$ cat config.mk
export PLATFORM = sky130hd
export DESIGN_NAME = mem_access_unit
export DESIGN_NICKNAME = d
export VERILOG_FILES = /design/src/rtl/mem_pkg.sv /design/src/rtl/mem_load_extend.sv /design/src/rtl/mem_access_unit.sv
export SDC_FILE = /design/constraint.sdc
export NUM_CORES = 1
export LEC_CHECK = 0
export CAP_MARGIN = 10
export CELL_PAD_IN_SITES_DETAIL_PLACEMENT = 2
export CELL_PAD_IN_SITES_GLOBAL_PLACEMENT = 2
export CORE_MARGIN = 4
export CORE_UTILIZATION = 25
export CTS_CLUSTER_DIAMETER = 40
export DETAILED_ROUTE_END_ITERATION = 10
export PLACE_DENSITY_LB_ADDON = 0.1
export SETUP_SLACK_MARGIN = 0.02
export SYNTH_ARGS = -nofsm -noshare
export SYNTH_HDL_FRONTEND = slang
export SYNTH_SLANG_ARGS = --single-unit
$ cat constraint.sdc
create_clock -name Clk -period 2.64 [get_ports Clk]
set_input_delay 0.528 -clock Clk [delete_from_list [all_inputs] [get_ports Clk]]
set_output_delay 0.528 -clock Clk [all_outputs]
set_load 0.1 [all_outputs]
$ cat src/rtl/mem_pkg.sv
// Shared definitions for the memory access stage: opcodes, FSM states,
// access sizes, default ack-wait limit and byte-lane helper functions.
package mem_pkg;

  localparam int DM_WAIT_MAX_DEF = 15;

  localparam logic [5:0] OP_LB  = 6'h20;
  localparam logic [5:0] OP_LH  = 6'h21;
  localparam logic [5:0] OP_LW  = 6'h23;
  localparam logic [5:0] OP_LBU = 6'h24;
  localparam logic [5:0] OP_LHU = 6'h25;
  localparam logic [5:0] OP_SB  = 6'h28;
  localparam logic [5:0] OP_SH  = 6'h29;
  localparam logic [5:0] OP_SW  = 6'h2B;

  typedef enum logic [1:0] {
    IDLE   = 2'd0,
    ACCESS = 2'd1,
    DONE   = 2'd2
  } state_t;

  typedef enum logic [1:0] {
    SZ_BYTE = 2'd0,
    SZ_HALF = 2'd1,
    SZ_WORD = 2'd2
  } size_t;

  // Unknown opcodes fall back to a full word access.
  function automatic size_t op_size(input logic [5:0] op);
    case (op)
      OP_LB, OP_LBU, OP_SB: op_size = SZ_BYTE;
      OP_LH, OP_LHU, OP_SH: op_size = SZ_HALF;
      default:              op_size = SZ_WORD;
    endcase
  endfunction

  function automatic logic op_unsigned(input logic [5:0] op);
    op_unsigned = (op == OP_LBU) || (op == OP_LHU);
  endfunction

  // Little-endian byte enables; halves use addr[1], words always lane 0.
  function automatic logic [3:0] lane_be(input size_t sz, input logic [1:0] lo);
    case (sz)
      SZ_BYTE: lane_be = 4'b0001 << lo;
      SZ_HALF: lane_be = 4'b0011 << {lo[1], 1'b0};
      default: lane_be = 4'b1111;
    endcase
  endfunction

  // Replicate the store operand across all lanes so any enabled lane is correct.
  function automatic logic [31:0] store_data(input size_t sz, input logic [31:0] d);
    case (sz)
      SZ_BYTE: store_data = {4{d[7:0]}};
      SZ_HALF: store_data = {2{d[15:0]}};
      default: store_data = d;
    endcase
  endfunction

endpackage

$ cat src/rtl/mem_load_extend.sv
// Combinational load formatter: picks the addressed lane out of the read
// word and sign- or zero-extends it to 32 bits.
module mem_load_extend
  import mem_pkg::*;
(
  input  logic [31:0] rdata_i,
  input  size_t       size_i,
  input  logic        uns_i,
  input  logic [1:0]  addr_lo_i,
  output logic [31:0] data_o
);

  logic [7:0]  byte_s;
  logic [15:0] half_s;

  // Lane selection followed by extension according to access size.
  always_comb begin
    case (addr_lo_i)
      2'd0:    byte_s = rdata_i[7:0];
      2'd1:    byte_s = rdata_i[15:8];
      2'd2:    byte_s = rdata_i[23:16];
      default: byte_s = rdata_i[31:24];
    endcase
    if (addr_lo_i[1]) begin
      half_s = rdata_i[31:16];
    end else begin
      half_s = rdata_i[15:0];
    end
    case (size_i)
      SZ_BYTE: data_o = {{24{~uns_i & byte_s[7]}}, byte_s};
      SZ_HALF: data_o = {{16{~uns_i & half_s[15]}}, half_s};
      default: data_o = rdata_i;
    endcase
  end

endmodule

$ cat src/rtl/mem_access_unit.sv
// Memory access pipeline stage: passes ALU results through in one cycle and
// runs loads/stores against a handshaked data memory (IDLE/ACCESS/DONE),
// with an ack-wait timeout. Optional alignment checking is enabled by
// defining MEM_ALIGN_CHECK_EN.
module mem_access_unit
  import mem_pkg::*;
#(
  parameter int DM_WAIT_MAX = DM_WAIT_MAX_DEF
) (
  input  logic        Clk,
  input  logic        Rst,
  input  logic [31:0] instruction_in,
  input  logic [31:0] hilowrite_in,
  input  logic [31:0] ReadData2_in,
  input  logic [4:0]  WriteReg_in,
  input  logic        RegWrite_in,
  input  logic        nowrite_in,
  input  logic        MemWrite_in,
  input  logic        MemRead_in,
  input  logic        stall_in,
  output logic        dm_req,
  output logic        dm_we,
  output logic [31:0] dm_addr,
  output logic [3:0]  dm_be,
  output logic [31:0] dm_wdata,
  input  logic        dm_ack,
  input  logic [31:0] dm_rdata,
  output logic        mem_stall,
  output logic [31:0] wb_data_out,
  output logic [4:0]  WriteReg_out,
  output logic        RegWrite_out,
  output logic        nowrite_out,
  output logic        valid_out,
  output logic        align_err,
  output logic        timeout_err
);

  state_t      state_q, state_d;
  logic [31:0] wait_q, wait_d;
  logic        we_q, we_d;
  logic [31:0] addr_q, addr_d;
  logic [3:0]  be_q, be_d;
  logic [31:0] wdata_q, wdata_d;
  size_t       size_q, size_d;
  logic        uns_q, uns_d;
  logic [4:0]  wreg_q, wreg_d;
  logic        regw_q, regw_d;
  logic        nowr_q, nowr_d;

  logic [31:0] wb_data_q, wb_data_d;
  logic [4:0]  wreg_out_q, wreg_out_d;
  logic        regw_out_q, regw_out_d;
  logic        nowr_out_q, nowr_out_d;
  logic        valid_q, valid_d;
  logic        align_err_q, align_err_d;
  logic        timeout_q, timeout_d;

  size_t       size_s;
  logic        mem_op_s;
  logic        misalign_s;
  logic        in_access_s;
  logic [31:0] load_s;
  logic        unused_s;

  assign unused_s    = ^instruction_in[25:0];
  assign size_s      = op_size(instruction_in[31:26]);
  assign mem_op_s    = MemRead_in | MemWrite_in;
  assign in_access_s = (state_q == ACCESS);

`ifdef MEM_ALIGN_CHECK_EN
  assign misalign_s = ((size_s == SZ_HALF) && hilowrite_in[0]) ||
                      ((size_s == SZ_WORD) && (hilowrite_in[1:0] != 2'b00));
`else
  assign misalign_s = 1'b0;
`endif

  mem_load_extend u_load_extend (
    .rdata_i   (dm_rdata),
    .size_i    (size_q),
    .uns_i     (uns_q),
    .addr_lo_i (addr_q[1:0]),
    .data_o    (load_s)
  );

  // Stage control: next state, operation latch and registered outputs.
  always_comb begin
    state_d     = state_q;
    wait_d      = wait_q;
    we_d        = we_q;
    addr_d      = addr_q;
    be_d        = be_q;
    wdata_d     = wdata_q;
    size_d      = size_q;
    uns_d       = uns_q;
    wreg_d      = wreg_q;
    regw_d      = regw_q;
    nowr_d      = nowr_q;
    wb_data_d   = 32'd0;
    wreg_out_d  = 5'd0;
    regw_out_d  = 1'b0;
    nowr_out_d  = 1'b0;
    valid_d     = 1'b0;
    align_err_d = 1'b0;
    timeout_d   = 1'b0;
    case (state_q)
      IDLE: begin
        if (stall_in) begin
          state_d = IDLE;
        end else if (mem_op_s) begin
          we_d    = MemWrite_in;
          addr_d  = hilowrite_in;
          be_d    = lane_be(size_s, hilowrite_in[1:0]);
          wdata_d = store_data(size_s, ReadData2_in);
          size_d  = size_s;
          uns_d   = op_unsigned(instruction_in[31:26]);
          wreg_d  = WriteReg_in;
          regw_d  = RegWrite_in;
          nowr_d  = nowrite_in;
          wait_d  = 32'd0;
          if (misalign_s) begin
            state_d     = DONE;
            align_err_d = 1'b1;
            valid_d     = 1'b1;
            wreg_out_d  = WriteReg_in;
            nowr_out_d  = nowrite_in;
          end else begin
            state_d = ACCESS;
          end
        end else begin
          wb_data_d  = hilowrite_in;
          wreg_out_d = WriteReg_in;
          regw_out_d = RegWrite_in;
          nowr_out_d = nowrite_in;
          valid_d    = 1'b1;
        end
      end
      ACCESS: begin
        if (dm_ack) begin
          state_d    = DONE;
          valid_d    = 1'b1;
          wreg_out_d = wreg_q;
          nowr_out_d = nowr_q;
          if (we_q) begin
            regw_out_d = 1'b0;
          end else begin
            regw_out_d = regw_q;
            wb_data_d  = load_s;
          end
        end else if (wait_q == 32'(DM_WAIT_MAX - 1)) begin
          state_d    = DONE;
          timeout_d  = 1'b1;
          valid_d    = 1'b1;
          wreg_out_d = wreg_q;
          nowr_out_d = nowr_q;
        end else begin
          wait_d = wait_q + 32'd1;
        end
      end
      DONE: begin
        state_d = IDLE;
      end
      default: begin
        state_d = IDLE;
      end
    endcase
  end

  // State and output registers with synchronous reset.
  always_ff @(posedge Clk) begin
    if (Rst) begin
      state_q     <= IDLE;
      wait_q      <= 32'd0;
      we_q        <= 1'b0;
      addr_q      <= 32'd0;
      be_q        <= 4'd0;
      wdata_q     <= 32'd0;
      size_q      <= SZ_BYTE;
      uns_q       <= 1'b0;
      wreg_q      <= 5'd0;
      regw_q      <= 1'b0;
      nowr_q      <= 1'b0;
      wb_data_q   <= 32'd0;
      wreg_out_q  <= 5'd0;
      regw_out_q  <= 1'b0;
      nowr_out_q  <= 1'b0;
      valid_q     <= 1'b0;
      align_err_q <= 1'b0;
      timeout_q   <= 1'b0;
    end else begin
      state_q     <= state_d;
      wait_q      <= wait_d;
      we_q        <= we_d;
      addr_q      <= addr_d;
      be_q        <= be_d;
      wdata_q     <= wdata_d;
      size_q      <= size_d;
      uns_q       <= uns_d;
      wreg_q      <= wreg_d;
      regw_q      <= regw_d;
      nowr_q      <= nowr_d;
      wb_data_q   <= wb_data_d;
      wreg_out_q  <= wreg_out_d;
      regw_out_q  <= regw_out_d;
      nowr_out_q  <= nowr_out_d;
      valid_q     <= valid_d;
      align_err_q <= align_err_d;
      timeout_q   <= timeout_d;
    end
  end

  // Upstream freezes while a memory op is pending or in flight.
  assign mem_stall = in_access_s | ((state_q == IDLE) & ~stall_in & mem_op_s);

  assign dm_req   = in_access_s;
  assign dm_we    = in_access_s & we_q;
  assign dm_addr  = in_access_s ? {addr_q[31:2], 2'b00} : 32'd0;
  assign dm_be    = in_access_s ? be_q : 4'd0;
  assign dm_wdata = in_access_s ? wdata_q : 32'd0;

  assign wb_data_out  = wb_data_q;
  assign WriteReg_out = wreg_out_q;
  assign RegWrite_out = regw_out_q;
  assign nowrite_out  = nowr_out_q;
  assign valid_out    = valid_q;
  assign timeout_err  = timeout_q;
`ifdef MEM_ALIGN_CHECK_EN
  assign align_err = align_err_q;
`else
  assign align_err = 1'b0 & align_err_q;
`endif

endmodule

==> impl_metrics.prom <==
# TYPE chip_impl_metric gauge
chip_impl_metric{name="die_width",unit="microns"} 178
chip_impl_metric{name="chipHeight",unit="microns"} 178
chip_impl_metric{name="grt_use_total",unit="%"} 18.9
chip_impl_metric{name="reg2regPathDepth",unit=""} 6
chip_impl_info{name="critical_path.startpoint_type",value="flop"} 1
chip_impl_metric{name="globalRoute.totalOverflow",unit=""} 0
chip_impl_metric{name="layout.cells.non_filler",unit=""} 1500
chip_impl_metric{name="synth_sequential_area_ratio",unit="%"} 42.8
chip_impl_metric{name="crit_path_max_fanout",unit=""} 56
chip_impl_metric{name="drt_drc_violations_left",unit=""} 0
chip_impl_metric{name="num_vias",unit=""} 7366
chip_impl_info{name="outcome",value="complete, no violations"} 1
chip_impl_metric{name="dp.cells",unit=""} 1467
chip_impl_metric{name="ir_drop",unit="mV"} 0.325
chip_impl_metric{name="totalWireLength",unit="mm"} 29.9
chip_impl_metric{name="ys_seq_elements",unit=""} 154
chip_impl_info{name="most_used_cells_in_the_layout_excluding_fill_and_tap_cells",value="dfxtp_1 (154), nand2_1 (146), a21oi_1 (114)"} 1
chip_impl_metric{name="netlist_area",unit="sq mm"} 0.00721
chip_impl_metric{name="wire_length_of_the_first_global_routing_pass",unit="mm"} 46.7
chip_impl_metric{name="numClockSinks",unit=""} 154
chip_impl_metric{name="initialDrtViolationCount",unit=""} 288
chip_impl_metric{name="final_layout_size_suffix_gt1_share",unit="%"} 19.1
chip_impl_info{name="ys.flop_type",value="dfxtp_1"} 1
chip_impl_metric{name="holdPathStages",unit=""} 2
chip_impl_metric{name="post_cts.repair.setup_buffers",unit=""} 0
chip_impl_metric{name="place_congestion",unit=""} 0.779
chip_impl_info{name="critical_path_class",value="flop to output pin"} 1
chip_impl_metric{name="drt_pass1_iterations",unit=""} 4
chip_impl_metric{name="syn_inst",unit=""} 887
chip_impl_metric{name="clock-skew-final",unit="ns"} 0.0226
chip_impl_metric{name="layout-area-overhead-vs-synth",unit="%"} 56.6
chip_impl_metric{name="route.antenna.remaining_nets",unit=""} 0
chip_impl_metric{name="core",unit="sq mm"} 0.0281
chip_impl_metric{name="overall_die_area",unit="sq mm"} 0.0316
chip_impl_metric{name="grt_pass1_vias",unit=""} 7985
chip_impl_metric{name="hpwl",unit="mm"} 21.9
chip_impl_metric{name="cts-root-to-sink-buffers",unit=""} 2
chip_impl_metric{name="pre_cts_slack",unit="ns"} 0.0180
chip_impl_metric{name="drt-wirelength-per-cell",unit="microns"} 19.9
chip_impl_info{name="worst_hold_path_type",value="flop to flop"} 1
chip_impl_info{name="endpoint_kind",value="output pin"} 1
chip_impl_metric{name="finalCriticalPeriod",unit="ns"} 2.48
chip_impl_metric{name="rows",unit=""} 61
chip_impl_metric{name="final_critical_path_setup_slack",unit="ns"} 0.156
chip_impl_metric{name="clock_tree.htree_level_count",unit=""} 4
chip_impl_metric{name="finalHoldViolCount",unit=""} 0
chip_impl_metric{name="maxCapViolCount",unit=""} 0
chip_impl_metric{name="slew-limit-headroom",unit="%"} 49.1
chip_impl_metric{name="path_clk_slew",unit="ns"} 0.07
chip_impl_info{name="rsz_0062_raised_after_global_routing",value="false"} 1
chip_impl_metric{name="yosysUniqueCellTypes",unit=""} 58
chip_impl_info{name="cts_root_buf",value="clkbuf_16"} 1
chip_impl_metric{name="worst_skew_pair.late_latency",unit="ns"} 0.43
chip_impl_metric{name="required_time_worst_endpoint",unit="ns"} 2.11
chip_impl_metric{name="grt_max_degree",unit=""} 67
chip_impl_metric{name="critPathArrivalTime",unit="ns"} 1.96
chip_impl_metric{name="max_clock_freq",unit="MHz"} 403
chip_impl_metric{name="count_of_port_buffers_added_during_placement",unit=""} 224
chip_impl_metric{name="cts_made_buffers",unit=""} 17
chip_impl_metric{name="avgViaCountPerCell",unit=""} 4.91
chip_impl_info{name="layout.cells.most_common",value="dfxtp_1"} 1
chip_impl_metric{name="fin_nets",unit=""} 1251
chip_impl_metric{name="power_density",unit="mW/mm^2"} 559
chip_impl_metric{name="synth_enable_flop_cells",unit=""} 0
chip_impl_metric{name="setup_tns",unit="ns"} 0
chip_impl_metric{name="syn_area_per_cell",unit="sq um"} 8.12
chip_impl_info{name="tritoncts",value="done"} 1
chip_impl_metric{name="floorplan.initialDensity",unit="%"} 25.7
chip_impl_metric{name="grt_antenna_before_repair",unit=""} 1
chip_impl_metric{name="synth-async-reset-ratio",unit="%"} 0
chip_impl_metric{name="share_of_the_cycle_needed_by_the_critical_path_after_routing",unit="%"} 94.1
chip_impl_metric{name="yosysWarnings",unit=""} 0
chip_impl_metric{name="report.final.setup_viol",unit=""} 0
chip_impl_metric{name="finalMaxSlewViolations",unit=""} 0
chip_impl_metric{name="worstMarginPinSlew",unit="ns"} 0.762
chip_impl_metric{name="io-pin-count",unit=""} 254
chip_impl_metric{name="power.static_leakage",unit="uW"} 0.00425
report_power, final:
group	switching (uW)	total [uW]	internal [uW]
Combinational	836	1340	501
Clock	1120	2480	1350
Sequential	60.8	2490	2430
Total	2020	6300	4280
metrics by stage:
step	utilization [%]	instance area (sq um)	power, uW	hold WS [ns]
after floorplan	-	7230	3290	0.427
after global placement	38.1	10700	3880	0.434
after detailed placement	38.1	10700	3900	0.446
after CTS	40.2	11300	6410	0.456
after global routing	40.2	11300	6610	0.477
final	40.2	11300	6300	0.452
cell type report:
cell class / count / area, sq um
Fill cell: 3110 / 16800
Tap cell: 378 / 473
Multi-Input combinational cell: 656 / 3830
Timing Repair Buffer: 268 / 3270
Inverter: 11 / 41.3
Antenna cell: 1 / 2.50
Clock inverter: 13 / 134
Clock buffer: 19 / 443
Sequential cell: 154 / 3080
synthesized netlist by cell type (all sizes together) (2+ instances only):
cell type	number	area [sq um]
and4	2	17.5
nor2	40	150
o31a	2	17.5
ha	2	25.0
o31ai	17	141
nand2b	23	146
xor2	2	17.5
a21boi	3	33.8
buf	17	88.8
nand3	17	90.1
nor4b	2	17.5
dfxtp	154	3080
nor3	7	35.0
o21a	2	15.0
clkbuf	51	191
xnor2	2	17.5
nand2	149	559
nor2b	11	68.8
mux2i	17	170
a21oi	115	579
a211oi	8	60.1
o211ai	16	120
or4	17	129
a22o	23	201
o22ai	12	75.1
o21ai	24	120
or3	8	50.1
a32o	8	80.1
a31oi	2	12.5
nand4	10	68.8
and2	70	438
inv	11	41.3
and3	6	37.5
a21o	14	105
nor4	10	75.1
worst paths after layout:
check | start | endpoint | slack [ns]
max | state_q[0] | dm_addr[12] | 0.16
min | wdata_q[30] | wdata_q[30] | 0.45
max reg2reg | wait_q[0] | timeout_err | 0.34
min reg2reg | wdata_q[30] | wdata_q[30] | 0.45
registers in the layout, indices dropped and copies added, names as in the netlist, 2 cells and up:
signal and flops:
be_q 4, addr_q 32, wreg_q 5, wb_data_out 32, wdata_q 32, size_q 2
wait_q 32, state_q 2, WriteReg_out 5
per-layer routing:
| metal | global-route usage (%) | vias up | share of wire, % |
|---|---|---|---|
| met5 | 0 | - | 0 |
| met4 | 5.51 | 0 | 1.9 |
| li1 | - | 3563 | - |
| met1 | 25.2 | 3612 | 46 |
| met2 | 29.7 | 164 | 45 |
| met3 | 5.71 | 27 | 6.6 |
cells by family after synthesis:
family | after synthesis | share of synthesized area [%]
buffers and inverters | 79 | 4.46
adder cells (fa/ha/maj) | 2 | 0.347
other | 1 | 0.0520
flip-flops | 154 | 42.8
AO/OA/AOI/OAI | 251 | 22.3
XOR/XNOR | 4 | 0.486
multiplexers | 18 | 2.67
AND/OR/NAND/NOR | 378 | 26.9
worst max-delay path, stage by stage (launching register included):
cell and delay, ns:
dfxtp_1 0.50, nand2_2 0.18, inv_2 0.12, buf_12 0.25, and2_1 0.28, buf_12 0.20
repair_timing:
action / 4_1_cts / 5_1_grt
hold buffers: 0 / 0
endpoints found under the setup margin: 2 / 0
gates resized for setup: 1 / 0
No activity file was read; power rests on OpenSTA's default activity.
